**src/rtl/sample_stream_pkg.sv**
```systemverilog
// Shared defaults, sizing helper and beat type for the sample stream FIFO.
package sample_stream_pkg;

    localparam int DEFAULT_DATA_WIDTH = 8;
    localparam int DEFAULT_DEPTH      = 4;
    localparam int DEFAULT_STAT_WIDTH = 16;

    // Address width that never collapses to zero bits.
    function automatic int clog2_min1(input int n);
        int w;
        w = $clog2(n);
        return (w < 1) ? 1 : w;
    endfunction

    typedef struct packed {
        logic [DEFAULT_DATA_WIDTH-1:0] data;
    } stream_beat_t;

endpackage

```
**src/rtl/sample_stream_ram.sv**
```systemverilog
// DEPTH x DATA_WIDTH beat storage: one synchronous write port, one asynchronous read port.
module sample_stream_ram #(
    parameter int DATA_WIDTH = 8,
    parameter int DEPTH      = 4,
    parameter int ADDR_WIDTH = 2
) (
    input  logic                  clk,
    input  logic                  wr_en,
    input  logic [ADDR_WIDTH-1:0] wr_addr,
    input  logic [DATA_WIDTH-1:0] wr_data,
    input  logic [ADDR_WIDTH-1:0] rd_addr,
    output logic [DATA_WIDTH-1:0] rd_data
);

    logic [DATA_WIDTH-1:0] mem [DEPTH];

    always_ff @(posedge clk) begin
        if (wr_en) begin
            mem[wr_addr] <= wr_data;
        end
    end

    assign rd_data = mem[rd_addr];

endmodule

```
**src/rtl/sample_stream_fifo.sv**
```systemverilog
// Valid/ready stream FIFO with registered head-of-queue output and fill level.
// Optional beat counters are enabled by defining SAMPLE_STREAM_FIFO_STATS_EN.
module sample_stream_fifo
    import sample_stream_pkg::*;
#(
    parameter int DATA_WIDTH = DEFAULT_DATA_WIDTH,
    parameter int DEPTH      = DEFAULT_DEPTH,
    parameter int STAT_WIDTH = DEFAULT_STAT_WIDTH
) (
    input  logic                    clk,
    input  logic                    rst,
    input  logic                    stream_in_valid,
    output logic                    stream_in_ready,
    input  logic [DATA_WIDTH-1:0]   stream_in_data,
    output logic                    stream_out_valid,
    input  logic                    stream_out_ready,
    output logic [DATA_WIDTH-1:0]   stream_out_data,
    output logic [$clog2(DEPTH):0]  level
`ifdef SAMPLE_STREAM_FIFO_STATS_EN
    ,
    output logic [STAT_WIDTH-1:0]   beats_in,
    output logic [STAT_WIDTH-1:0]   beats_out
`endif
);

    localparam int PTR_W = clog2_min1(DEPTH);
    localparam int LVL_W = $clog2(DEPTH) + 1;

    if (DEPTH < 2 || DEPTH > 256 || (DEPTH & (DEPTH - 1)) != 0) begin : g_bad_depth
        $error("sample_stream_fifo: DEPTH must be a power of two in 2..256");
    end
    if (DATA_WIDTH < 1 || DATA_WIDTH > 128 || STAT_WIDTH < 1) begin : g_bad_width
        $error("sample_stream_fifo: DATA_WIDTH or STAT_WIDTH out of range");
    end

    logic [PTR_W-1:0]      wr_ptr_reg, rd_ptr_reg;
    logic [PTR_W-1:0]      rd_ptr_inc;
    logic [LVL_W-1:0]      level_reg, level_next;
    logic [DATA_WIDTH-1:0] out_data_reg, out_data_next;
    logic [DATA_WIDTH-1:0] ram_rd_data;
    logic                  full, empty, push, pop;

    assign full  = (level_reg == LVL_W'(DEPTH));
    assign empty = (level_reg == '0);

    // Ready depends only on registered level, so a pop cannot open a slot in the same cycle.
    assign stream_in_ready  = !full;
    assign stream_out_valid = !empty;
    assign stream_out_data  = out_data_reg;
    assign level            = level_reg;

    assign push       = stream_in_valid & stream_in_ready & !rst;
    assign pop        = stream_out_valid & stream_out_ready & !rst;
    assign rd_ptr_inc = rd_ptr_reg + PTR_W'(1);

    sample_stream_ram #(
        .DATA_WIDTH (DATA_WIDTH),
        .DEPTH      (DEPTH),
        .ADDR_WIDTH (PTR_W)
    ) u_ram (
        .clk     (clk),
        .wr_en   (push),
        .wr_addr (wr_ptr_reg),
        .wr_data (stream_in_data),
        .rd_addr (rd_ptr_inc),
        .rd_data (ram_rd_data)
    );

    // The output register mirrors the RAM entry at rd_ptr; the incoming beat bypasses
    // the RAM when it becomes the new head in the same edge it is written.
    always_comb begin
        out_data_next = out_data_reg;
        if (pop) begin
            if (level_reg == LVL_W'(1)) begin
                if (push) begin
                    out_data_next = stream_in_data;
                end
            end else begin
                out_data_next = ram_rd_data;
            end
        end else if (empty && push) begin
            out_data_next = stream_in_data;
        end
    end

    always_comb begin
        level_next = level_reg;
        case ({push, pop})
            2'b10:   level_next = level_reg + LVL_W'(1);
            2'b01:   level_next = level_reg - LVL_W'(1);
            default: level_next = level_reg;
        endcase
    end

    always_ff @(posedge clk) begin
        if (rst) begin
            wr_ptr_reg   <= '0;
            rd_ptr_reg   <= '0;
            level_reg    <= '0;
            out_data_reg <= '0;
        end else begin
            level_reg    <= level_next;
            out_data_reg <= out_data_next;
            if (push) begin
                wr_ptr_reg <= wr_ptr_reg + PTR_W'(1);
            end
            if (pop) begin
                rd_ptr_reg <= rd_ptr_inc;
            end
        end
    end

`ifdef SAMPLE_STREAM_FIFO_STATS_EN
    logic [STAT_WIDTH-1:0] beats_in_reg, beats_out_reg;

    always_ff @(posedge clk) begin
        if (rst) begin
            beats_in_reg  <= '0;
            beats_out_reg <= '0;
        end else begin
            if (push) begin
                beats_in_reg <= beats_in_reg + STAT_WIDTH'(1);
            end
            if (pop) begin
                beats_out_reg <= beats_out_reg + STAT_WIDTH'(1);
            end
        end
    end

    assign beats_in  = beats_in_reg;
    assign beats_out = beats_out_reg;
`endif

endmodule
```
**config.mk**
```make
export PLATFORM = sky130hd
export DESIGN_NAME = sample_stream_fifo
export DESIGN_NICKNAME = d
export VERILOG_FILES = /design/src/rtl/sample_stream_pkg.sv /design/src/rtl/sample_stream_ram.sv /design/src/rtl/sample_stream_fifo.sv
export SDC_FILE = /design/constraint.sdc
export NUM_CORES = 1
export LEC_CHECK = 0
export ABC_AREA = 1
export CORE_ASPECT_RATIO = 0.6
export CORE_UTILIZATION = 45
export CTS_CLUSTER_SIZE = 10
export DETAILED_ROUTE_END_ITERATION = 8
export GPL_ROUTABILITY_DRIVEN = 0
export PLACE_DENSITY = 0.66
export SYNTH_ARGS = -nofsm -noshare
export SYNTH_HDL_FRONTEND = slang
export SYNTH_SLANG_ARGS = --single-unit
```
**constraint.sdc**
```tcl
create_clock -name clk -period 4.2 [get_ports clk]
set_clock_uncertainty 0.15 [all_clocks]
set_input_delay 0.42 -clock clk [delete_from_list [all_inputs] [get_ports clk]]
set_output_delay 0.42 -clock clk [all_outputs]
set_load 0.005 [all_outputs]
```
==> results.md <==
- Run status: complete, no violations
- Worst setup path start: rst
- Leak: 1.13 nW
- Clock latency on the worst-skew pair: 0.29 ns
- Num rows: 19
- Number of buffers created by CTS: 5
- Critical path endpoint category: flop
- Post-Place Setup Slack: 1.56 ns
- Total global routing overflow: 0
- Worst Hold Launch: stream_out_data[5]$_SDFFE_PP0P_
- Post-detail-place hpwl: 3010 um
- Data arrival time of the worst path: 2.12 ns
- Kind of start point of the critical path: primary input
- Core outline area: 4660 um^2
- Max Cap Viol: 0
- Mean Syn Cell Area: 8.74 um^2
- Tightest Hold Check Type: flop to flop
- Fraction of the yosys area taken by sequential cells: 56.8%
- # resized after CTS: 0
- Hold Vio Cnt, Final: 0
- Setup WS post-layout: 1.86 ns
- Highest-count cells in the layout ignoring fill and taps: sky130_fd_sc_hd__nand2_1 (118), sky130_fd_sc_hd__edfxtp_1 (32), sky130_fd_sc_hd__nor2_1 (26), sky130_fd_sc_hd__clkdlybuf4s50_1 (24), sky130_fd_sc_hd__inv_1 (20)
- Setup TNS after final layout: 0 ns
- Post-synthesis instance area: 2220 um^2
- Net count of the mapped netlist: 276
- Die Span X: 92.7 um
- Total iterations of the first detailed-routing run: 5
- Crit path kind: primary input to flop
- Launching point of the worst reg2reg path: level[0]$_SDFFE_PP0P_
- Worst VDD drop: 0.198 mV
- Number of antenna-violating nets in the routed design: 0
- Max-slew violation count: 0
- Leading cell type in the layout, fill and taps excluded: sky130_fd_sc_hd__nand2_1
- Die area: 5230 um^2
- Ports placed on the boundary: 25
- Cell Chain, Critical Path: clkdlybuf4s50_1, inv_2, nand3_1, nor2_1
- Post CTS Setup Buffer Count: 0
- Cell with the largest stage delay on the worst path: sky130_fd_sc_hd__nor2_1
- Flops & latches, synth: 47
- Final period demand of the worst path: 2.34 ns
- Final-stage net count: 303
- Number of placed cells counting well taps: 337
- Largest stage delay on the critical path: 0.65 ns
- Antenna diode count: 0
- Root Driver: sky130_fd_sc_hd__clkbuf_8
- Count of cell types in the netlist: 19
- Final Routed Wirelength: 4050 um
- Count of clock tree sinks: 47
- Family with the most delay on the worst path: simple AND/OR/NAND/NOR gates
- Initial core utilization: 47.7%
- Die Ht: 56.4 um
- Largest driver fanout on the critical path: 14
- Slew at the pin closest to its max-slew limit: 0.770 ns
- Pin count of the biggest net entering global routing: 17
- Maximum root-to-sink buffer count: 2
- Fraction of the core area covered by cells at the end of the flow: 55.5%
- Max-slew headroom at the worst pin: 48.5%
- Share of final-layout standard cells stronger than drive strength 1: 6.74%
- Buffering stage count on the worst path with inverters included: 2
- TritonCTS clock tree: built
- DRT iter0 DRCs: 62
- Tcrit/Tclk final: 55.8%
- Worst EP required: 3.98 ns
- GRT Resource Usage Total: 17.3%
- Vias: 1,585
- Unrepaired setup endpoints after global routing: false
- Number of cells in the finished layout apart from fillers: 345
- Post-DR vias/cell: 4.59
- Number of flip-flops under the largest register name: 32
- Gate Count Post-Synth: 254
- Post-synthesis to final-layout area growth: 16.5%
- CTS H-tree depth: 2
- Finish-stage setup viols: 0
- Power density relative to cell area: 379 nW/um^2
- Post-route DRC: 0
- First-pass GRT wire length: 6730 um
- Antenna violations before repair: 0
- Post-CTS clock slew at the launch and capture registers of the worst setup and hold paths: 0.08 ns
- Via count of the first global-routing pass: 1,424
- Routed len/inst: 11.7 um
- Hold_buf cts: 0
- Total number of yosys warnings: 0
- Highest Clock Rate: 427 MHz
- Count of buffers inserted at the top-level ports: 24
[kinds of logic after synthesis]
family	share of synthesized area (%)
xor gates and xnor gates	0.394
DFF	56.8
AOI/OAI and AO/OA	2.82
adders and majority gates	5.63
buffers and inverters	5.75
and+or+nand+nor	28.6
[per-layer routing]
layer	up-vias	share of wire, %	track usage (%)
li1	844	-	-
met5	-	0	0
met1	711	53	26.0
met4	0	1.0	5.27
met2	25	41	24.4
met3	5	4.3	4.47
[tightest hold or removal path: cells and delay by family (launching register included)]
kind                   cells  cell delay [ns]
flip-flops                 1             0.31
buffers and inverters      1             0.05
AND/OR/NAND/NOR            3             0.13
[metrics by stage]
step                      hold WS (ns)  power, mW  area, um^2
final                            0.369      0.980        2590
after global routing             0.406       1.04        2590
after CTS                        0.375      0.988        2590
after detailed placement         0.362      0.733        2500
after global placement           0.362      0.733        2500
after floorplan                  0.339      0.663        2220
[synth_stat cells (all sizes together)]
cell      n  area share (%)
nand3     2             1.0
o21ai     5             1.1
dfxtp    15              14
buf       4             1.7
ha       10             5.6
a21oi     6             1.4
nor2     27             4.7
edfxtp   32              43
xor2      1            0.39
a211oi    1            0.34
nand2   125              22
nand4     2            0.56
inv      24             4.1
[power breakdown]
part / internal [mW] / switching [mW] / total, mW
Clock: 0.113 / 0.146 / 0.259
Sequential: 0.520 / 0.0159 / 0.536
Combinational: 0.0826 / 0.102 / 0.184
[final timing paths]
path / cells past startpoint / to / slack, ns
setup / recovery: 4 / u_ram.mem[3][7]$_DFFE_PP_ / 1.86
hold / removal: 4 / stream_out_data[5]$_SDFFE_PP0P_ / 0.37
setup reg to reg: 5 / u_ram.mem[3][7]$_DFFE_PP_ / 1.92
hold reg to reg: 4 / stream_out_data[5]$_SDFFE_PP0P_ / 0.37
[cell type report]
cell class                 count  area [um^2]
fill                         464         2070
sequential                    47         1260
multi-input combinational    179          832
timing repair buffer          24          240
inverter                      24         90.1
tap                           63         78.8
clock buffer                   5         68.8
clock inverter                 3         15.0
Note: power is estimated with default switching activity, not from simulation.
